<file path="config.mk">
export PLATFORM = sky130hd
export DESIGN_NAME = gpio_bus_regs_flat
export DESIGN_NICKNAME = d
export VERILOG_FILES = /design/src/rtl/gpio_bus_regs_if.sv /design/src/rtl/gpio_bus_regs.sv /design/src/flat_wrapper.sv
export SDC_FILE = /design/constraint.sdc
export NUM_CORES = 1
export LEC_CHECK = 0
export ABC_AREA = 1
export ABC_CLOCK_PERIOD_IN_PS = 3600
export BUFFER_PORTS_ARGS = -buffer_cell sky130_fd_sc_hd__buf_2
export CAP_MARGIN = 25
export CORE_ASPECT_RATIO = 0.7
export CORE_UTILIZATION = 25
export DETAILED_ROUTE_END_ITERATION = 10
export PLACE_DENSITY = 0.44
export SETUP_SLACK_MARGIN = 0.05
export SLEW_MARGIN = 5
export SYNTH_ARGS = -nofsm -noshare
export SYNTH_HDL_FRONTEND = slang
export SYNTH_SLANG_ARGS = --single-unit
</file>
<file path="constraint.sdc">
create_clock -name i_clk -period 3.6 [get_ports i_clk]
set_clock_uncertainty 0.15 [all_clocks]
set_input_delay 0.36 -clock i_clk [delete_from_list [all_inputs] [get_ports i_clk]]
set_output_delay 0.36 -clock i_clk [all_outputs]
set_load 0.01 [all_outputs]
</file>
<file path="src/rtl/gpio_bus_regs_if.sv">
// Data-memory bus slice for the GPIO register window: word address,
// single-cycle write/read strobes, write data and registered read data.
interface gpio_bus_regs_if;
    // Handshake: i_we / i_re are one-cycle strobes with no ready/valid back-pressure.
    // A strobe sampled high at a rising edge is fully serviced at that edge;
    // o_rdata is valid after the read edge and held until the next read or reset.
    logic [2:0]  i_addr;
    logic        i_we;
    logic        i_re;
    logic [31:0] i_wdata;
    logic [31:0] o_rdata;

    modport master (
        output i_addr,
        output i_we,
        output i_re,
        output i_wdata,
        input  o_rdata
    );

    modport slave (
        input  i_addr,
        input  i_we,
        input  i_re,
        input  i_wdata,
        output o_rdata
    );
endinterface

</file>
<file path="src/rtl/gpio_bus_regs.sv">
// Register front end for one GPIO port: DIR/OUT/SET/CLR control, IN readback,
// per-pin edge detection with sticky W1C status and a masked level interrupt.
module gpio_bus_regs #(
    parameter int N = 15
) (
    input  logic             i_clk,
    input  logic             i_rst,
    gpio_bus_regs_if.slave   bus,
    input  logic [N:0]       i_data_received,
    output logic [N:0]       o_data_dir,
    output logic [N:0]       o_data_transmit,
    output logic             o_irq
);
    localparam int W = N + 1;

    localparam logic [2:0] ADDR_DIR      = 3'd0;
    localparam logic [2:0] ADDR_OUT      = 3'd1;
    localparam logic [2:0] ADDR_IN       = 3'd2;
    localparam logic [2:0] ADDR_SET      = 3'd3;
    localparam logic [2:0] ADDR_CLR      = 3'd4;
    localparam logic [2:0] ADDR_IRQ_EN   = 3'd5;
    localparam logic [2:0] ADDR_IRQ_STAT = 3'd6;
    localparam logic [2:0] ADDR_EDGE_SEL = 3'd7;

    logic [N:0]  dir_q;
    logic [N:0]  out_q;
    logic [N:0]  irq_en_q;
    logic [N:0]  irq_stat_q;
    logic [N:0]  edge_sel_q;
    logic [N:0]  prev_q;
    logic        armed_q;

    logic [N:0]  wd;
    logic [N:0]  edge_ev;
    logic [N:0]  out_next;
    logic [N:0]  stat_next;
    logic [31:0] rd_mux;

    if (W < 32) begin : g_unused
        logic unused_wdata;
        assign unused_wdata = ^bus.i_wdata[31:W];
    end

    always_comb begin
        wd = bus.i_wdata[N:0];

        // armed masks the first sample after reset, when prev is still 0
        edge_ev = '0;
        if (armed_q) begin
            edge_ev = (~prev_q &  i_data_received &  edge_sel_q)
                    | ( prev_q & ~i_data_received & ~edge_sel_q);
        end

        out_next = out_q;
        if (bus.i_we) begin
            case (bus.i_addr)
                ADDR_OUT: out_next = wd;
                ADDR_SET: out_next = out_q | wd;
                ADDR_CLR: out_next = out_q & ~wd;
                default:  out_next = out_q;
            endcase
        end

        // clear first, then OR in new events so a same-cycle event wins
        stat_next = irq_stat_q;
        if (bus.i_we && bus.i_addr == ADDR_IRQ_STAT) begin
            stat_next = irq_stat_q & ~wd;
        end
        stat_next = stat_next | edge_ev;

        rd_mux = '0;
        case (bus.i_addr)
            ADDR_DIR:      rd_mux[N:0] = dir_q;
            ADDR_OUT:      rd_mux[N:0] = out_q;
            ADDR_IN:       rd_mux[N:0] = i_data_received;
            ADDR_IRQ_EN:   rd_mux[N:0] = irq_en_q;
            ADDR_IRQ_STAT: rd_mux[N:0] = irq_stat_q;
            ADDR_EDGE_SEL: rd_mux[N:0] = edge_sel_q;
            default:       rd_mux      = '0;
        endcase
    end

    always_ff @(posedge i_clk) begin
        if (i_rst) begin
            dir_q       <= '0;
            out_q       <= '0;
            irq_en_q    <= '0;
            irq_stat_q  <= '0;
            edge_sel_q  <= '0;
            prev_q      <= '0;
            armed_q     <= 1'b0;
            bus.o_rdata <= '0;
            o_irq       <= 1'b0;
        end else begin
            if (bus.i_we && bus.i_addr == ADDR_DIR)      dir_q      <= wd;
            if (bus.i_we && bus.i_addr == ADDR_IRQ_EN)   irq_en_q   <= wd;
            if (bus.i_we && bus.i_addr == ADDR_EDGE_SEL) edge_sel_q <= wd;
            out_q      <= out_next;
            irq_stat_q <= stat_next;
            prev_q     <= i_data_received;
            armed_q    <= 1'b1;
            // irq lags status by one edge: uses the values held before this edge
            o_irq      <= |(irq_stat_q & irq_en_q);
            if (bus.i_re) bus.o_rdata <= rd_mux;
        end
    end

    assign o_data_dir      = dir_q;
    assign o_data_transmit = out_q;
endmodule

</file>
<file path="src/flat_wrapper.sv">
// flat-port wrapper written by rule: the top's interface ports become plain ports
module gpio_bus_regs_flat 
#(
    parameter int N = 15
)
  (i_clk, i_rst, i_data_received, o_data_dir, o_data_transmit, o_irq, bus_i_addr, bus_i_we, bus_i_re, bus_i_wdata, bus_o_rdata);
  gpio_bus_regs_if bus_i ();
  input  logic i_clk;
  input  logic i_rst;
  input  logic [N:0] i_data_received;
  output logic [N:0] o_data_dir;
  output logic [N:0] o_data_transmit;
  output logic o_irq;
  input wire logic [$bits(bus_i.i_addr)-1:0] bus_i_addr;
  input wire logic [$bits(bus_i.i_we)-1:0] bus_i_we;
  input wire logic [$bits(bus_i.i_re)-1:0] bus_i_re;
  input wire logic [$bits(bus_i.i_wdata)-1:0] bus_i_wdata;
  output wire logic [$bits(bus_i.o_rdata)-1:0] bus_o_rdata;
  assign bus_i.i_addr = bus_i_addr;
  assign bus_i.i_we = bus_i_we;
  assign bus_i.i_re = bus_i_re;
  assign bus_i.i_wdata = bus_i_wdata;
  assign bus_o_rdata = bus_i.o_rdata;
  gpio_bus_regs #(.N(N)) u_core (.i_clk(i_clk), .i_rst(i_rst), .bus(bus_i), .i_data_received(i_data_received), .o_data_dir(o_data_dir), .o_data_transmit(o_data_transmit), .o_irq(o_irq));
endmodule
</file>
==> impl_results.md <==
* Status: completed
* Number of I/O port buffers at 87
* Number of H-tree branching levels at 4
* P_leak at 0.003047 uW
* Routed wire length at between 20 and 25 mm
* Top cell type by total area after synthesis: sky130_fd_sc_hd__dfxtp_1
* Post-synthesis sequential element count at about 110
* Number of distinct library cells after synthesis at 25
* Warnings, synthesis at 0
* Final Hold Fails at 0
* Worst-Margin Slew at 0.8727 ns
* Hold Path End: u_core.prev_q[11]
* Gr busiest metal: met1
* Die boundary height at 129 um
* Post-Synth XOR/XNOR Area at 0%
* Share of final-layout standard cells stronger than drive strength 1 at 15.84%
* Antenna violations before repair at 0
* All-layer global routing usage at 19.59%
* Antenna viol nets, final at 0
* Worst path buffer plus inverter count at 3
* Clock share of power at 49.7%
* Overall power consumption at 3444 uW
* Post-Place Worst Slack at between 1 and 1.5 ns
* Endpoint of the most critical register-to-register path: u_core.irq_stat_q[15]
* Data required time at the worst endpoint at 3.79 ns
* Clock Sinks at 114
* Number of design rule violations left after detail routing at 0
* Highest ir drop seen on vdd at approximately 0.00034 V
* Post-layout nets at slightly below 1k
* Std-Cell Core Area at 22620 um2
* Dominant combinational cell family by area after synthesis: simple AND/OR/NAND/NOR gates
* Detailed placer's ending HPWL at 16.05 mm
* Post-layout instance area at 6954 um2
* Placed cell areas at roughly 6400 um2
* Max Clock Freq at 450.9 MHz
* Via/cell ratio at 4.835
* Cell types with the largest area share after synthesis: sky130_fd_sc_hd__dfxtp_1 (40%), sky130_fd_sc_hd__nand2_1 (11%), sky130_fd_sc_hd__a21oi_1 (9.8%)
* Pins Over Slew Limit at 0
* Antenna Cells at 0
* Critical path's largest stage delay at 0.53 ns
* Sequential share of the synthesized area at 39.62%
* Syn_area_per_cell at 6.833 um2
* Kind of critical path: in2reg
* Instance count of the mapped netlist at 843
* Maximum clock insertion buffer count at 2
* # resized after CTS at 0
* Clk slew on worst S/H paths at around 0.060 ns
* Min setup slack post-route at roughly 1.4 ns
* Startpoint of the most critical hold path: i_data_received[11]
* Net switching power figure at 927.0 uW
* Count of cells along the worst register-to-register path at 2
* Relative contribution of combinational cells to total power at 10.7%
* Cell family with the largest share of critical-path delay: buffers and inverters
* Post-CTS setup repair buffer count at 0
* Die width at 183.4 um
* Routed via count at 5966
* Worst setup EP type: flip-flop
* DR iter-0 viols at 535
* Drt pass-1 iters at 6
* Reg-to-reg setup timing slack at 1.97 ns
* Wire length of the first global-routing pass at 34.02 mm
* Vias in the first global route at 5461
* Yosys top cell area share at 39.62%
* Data arrival time of the worst path at about 2.4 ns
* TNS Setup at 0 ns
* CTS tree: yes
* GRT Residual Overflow at 0
* Max-cap violation count at 0
* Clock network latency to the later pin of the worst-skew pair at approximately 0.41 ns
* Crit path cell chain: buf_2 > buf_4 > nand3_4 > inv_1 > o21ai_0 > nand3_1 > nand2_1 > a21oi_1
* Met1 usage in global routing at 29.14%
* Worst hold stages at 3
* Area growth from synthesis to layout at 20.72%
* Post-Syn Area at 5761 um2
* Met2 track demand over resource in global routing at 27.36%
* Switching part of the total power at a little over a quarter
* Largest net degree at the start of global routing at 50
* # hold bufs at CTS at 0
* Starting Density at 25.47%
* Internal power consumption at approximately 2500 uW
* Compound-cell area share of the yosys netlist at a little under a fifth
* Type of origin of the critical path: input port
* Area of the die at 23660 um2
* Sequential Power Share at 39.6%
* Num rows at 46
* Power density over cell area at 495.2 nW/um2
* Crit path max-delay cell type: sky130_fd_sc_hd__inv_1
* Adder-cell area share of the yosys netlist at 0%
* Number of endpoints failing setup at the final stage at 0
* Root Driver: sky130_fd_sc_hd__clkbuf_16
* Setup repair after global routing missed its margin: false
* Max transition margin at 41.74%
* GR met3 Demand/Resource at between 5 and 6%
* Share of synthesized area spent on multiplexers at 0%
* Share of synthesized cell area in and, or, nand and nor gates at 29.08%
* Origin of the critical flop-to-flop path: u_core.armed_q
* Routed WL per cell at 18.64 um
* Gp weighted congestion at 0.8377
* Fin crit period at 2.218 ns
* Part of the cycle the worst path needs at 61.60%
* Path type of the worst min-delay path: in2reg
* Number of ports placed on the die boundary at 120
* Maximum net fanout on the critical path at 30
* Number of buffers inserted during clock tree synthesis at 17
## through the flow
step / cells / hold slack [ns] / util (%)
floorplan: 858 / 0.2877 / -
global placement: 1203 / 0.3020 / 28.16
detailed placement: 1203 / 0.3025 / 28.16
CTS: 1234 / 0.05020 / 30.74
global route: 1234 / 0.06442 / 30.74
finish: 1234 / 0.05546 / 30.74
## how the worst max path moves through the flow
| stage | from | endpoint | slack (ns) | cells after the start |
|---|---|---|---|---|
| 4_1_cts | bus_i_addr[1] | u_core.o_data_transmit[9] | 1.48 | 8 |
| 3_5_place_dp | bus_i_addr[1] | u_core.o_data_transmit[9] | 1.05 | 8 |
| 2_1_floorplan | bus_i_addr[1] | u_core.o_data_transmit[10] | 2.07 | 9 |
| 6_report | bus_i_addr[1] | u_core.o_data_transmit[7] | 1.38 | 8 |
| 3_3_place_gp | bus_i_addr[1] | u_core.o_data_transmit[7] | 1.09 | 8 |
| 5_1_grt | bus_i_addr[1] | u_core.o_data_transmit[14] | 1.26 | 8 |
## layout make-up
cell class	count	area, um2
fillers	2507	15670
repair buffers	104	563.0
multi-input cells	584	2798
well taps	312	390.4
clock buffers	20	446.7
inverters	89	336.6
flip-flops and latches	114	2282
clock inverters	11	137.6
## kinds of logic (layout without fill, tap and decap cells)
logic type,after synthesis,in the layout
other,1,16
AO/OA/AOI/OAI,210,210
AND/OR/NAND/NOR,358,358
buffers and inverters,160,224
flip-flops,114,114
## synth_stat cells (all sizes together)
cell / n
nand4: 60
nand3: 76
o21ai: 97
nand3b: 8
a21oi: 113
clkbuf: 26
inv: 89
buf: 45
nand2: 168
dfxtp: 114
nor2: 46
conb: 1
## registers in the layout, indices dropped and copies added (netlist names)
register and flops:
u_core.irq_stat_q 16, u_core.o_data_dir 16, u_core.bus.o_rdata 16, u_core.irq_en_q 16
u_core.armed_q 1, u_core.prev_q 16, u_core.o_data_transmit 16, u_core.edge_sel_q 16
u_core.o_irq 1
## layer usage
layer,share of wire [%],vias up,wire [um]
met5,0,-,0
met4,1.4,0,323
met3,6.8,20,1574
met2,40,189,9163
met1,52,2826,11940
li1,-,2931,-
## worst register-to-register path, stage by stage, from the launching register on
cell,delay (ns)
sky130_fd_sc_hd__dfxtp_1,0.89
sky130_fd_sc_hd__nand3_1,0.31
sky130_fd_sc_hd__a21oi_1,0.21
## power by group through the flow
stage               Clock, uW  Sequential, uW  Combinational [uW]
floorplan                   0            1380                 227
global placement            0            1390                 362
detailed placement          0            1390                 363
CTS                      1740            1360                 365
global route             1790            1370                 404
finish                   1710            1360                 369
## cells in the final DEF, fill, tap and decap left out
master	n
sky130_fd_sc_hd__inv_4	1
sky130_fd_sc_hd__inv_2	5
sky130_fd_sc_hd__bufinv_16	3
sky130_fd_sc_hd__nand4_1	59
sky130_fd_sc_hd__clkbuf_16	17
sky130_fd_sc_hd__nand4_2	1
sky130_fd_sc_hd__dfxtp_1	114
sky130_fd_sc_hd__clkinv_2	5
sky130_fd_sc_hd__nand2_1	166
sky130_fd_sc_hd__conb_1	16
sky130_fd_sc_hd__nand2_2	1
sky130_fd_sc_hd__nor2_1	44
sky130_fd_sc_hd__inv_1	83
sky130_fd_sc_hd__a21oi_1	113
sky130_fd_sc_hd__nor2_8	1
sky130_fd_sc_hd__o21ai_4	1
sky130_fd_sc_hd__nand3_1	75
sky130_fd_sc_hd__nand3b_1	8
sky130_fd_sc_hd__buf_4	17
sky130_fd_sc_hd__nand2_8	1
sky130_fd_sc_hd__nand3_4	1
sky130_fd_sc_hd__nor2_2	1
sky130_fd_sc_hd__o21ai_0	91
sky130_fd_sc_hd__clkbuf_8	1
sky130_fd_sc_hd__o21ai_1	5
sky130_fd_sc_hd__clkinvlp_4	3
sky130_fd_sc_hd__buf_2	87
sky130_fd_sc_hd__clkbuf_1	2
Note: power is estimated with default switching activity, not from simulation.
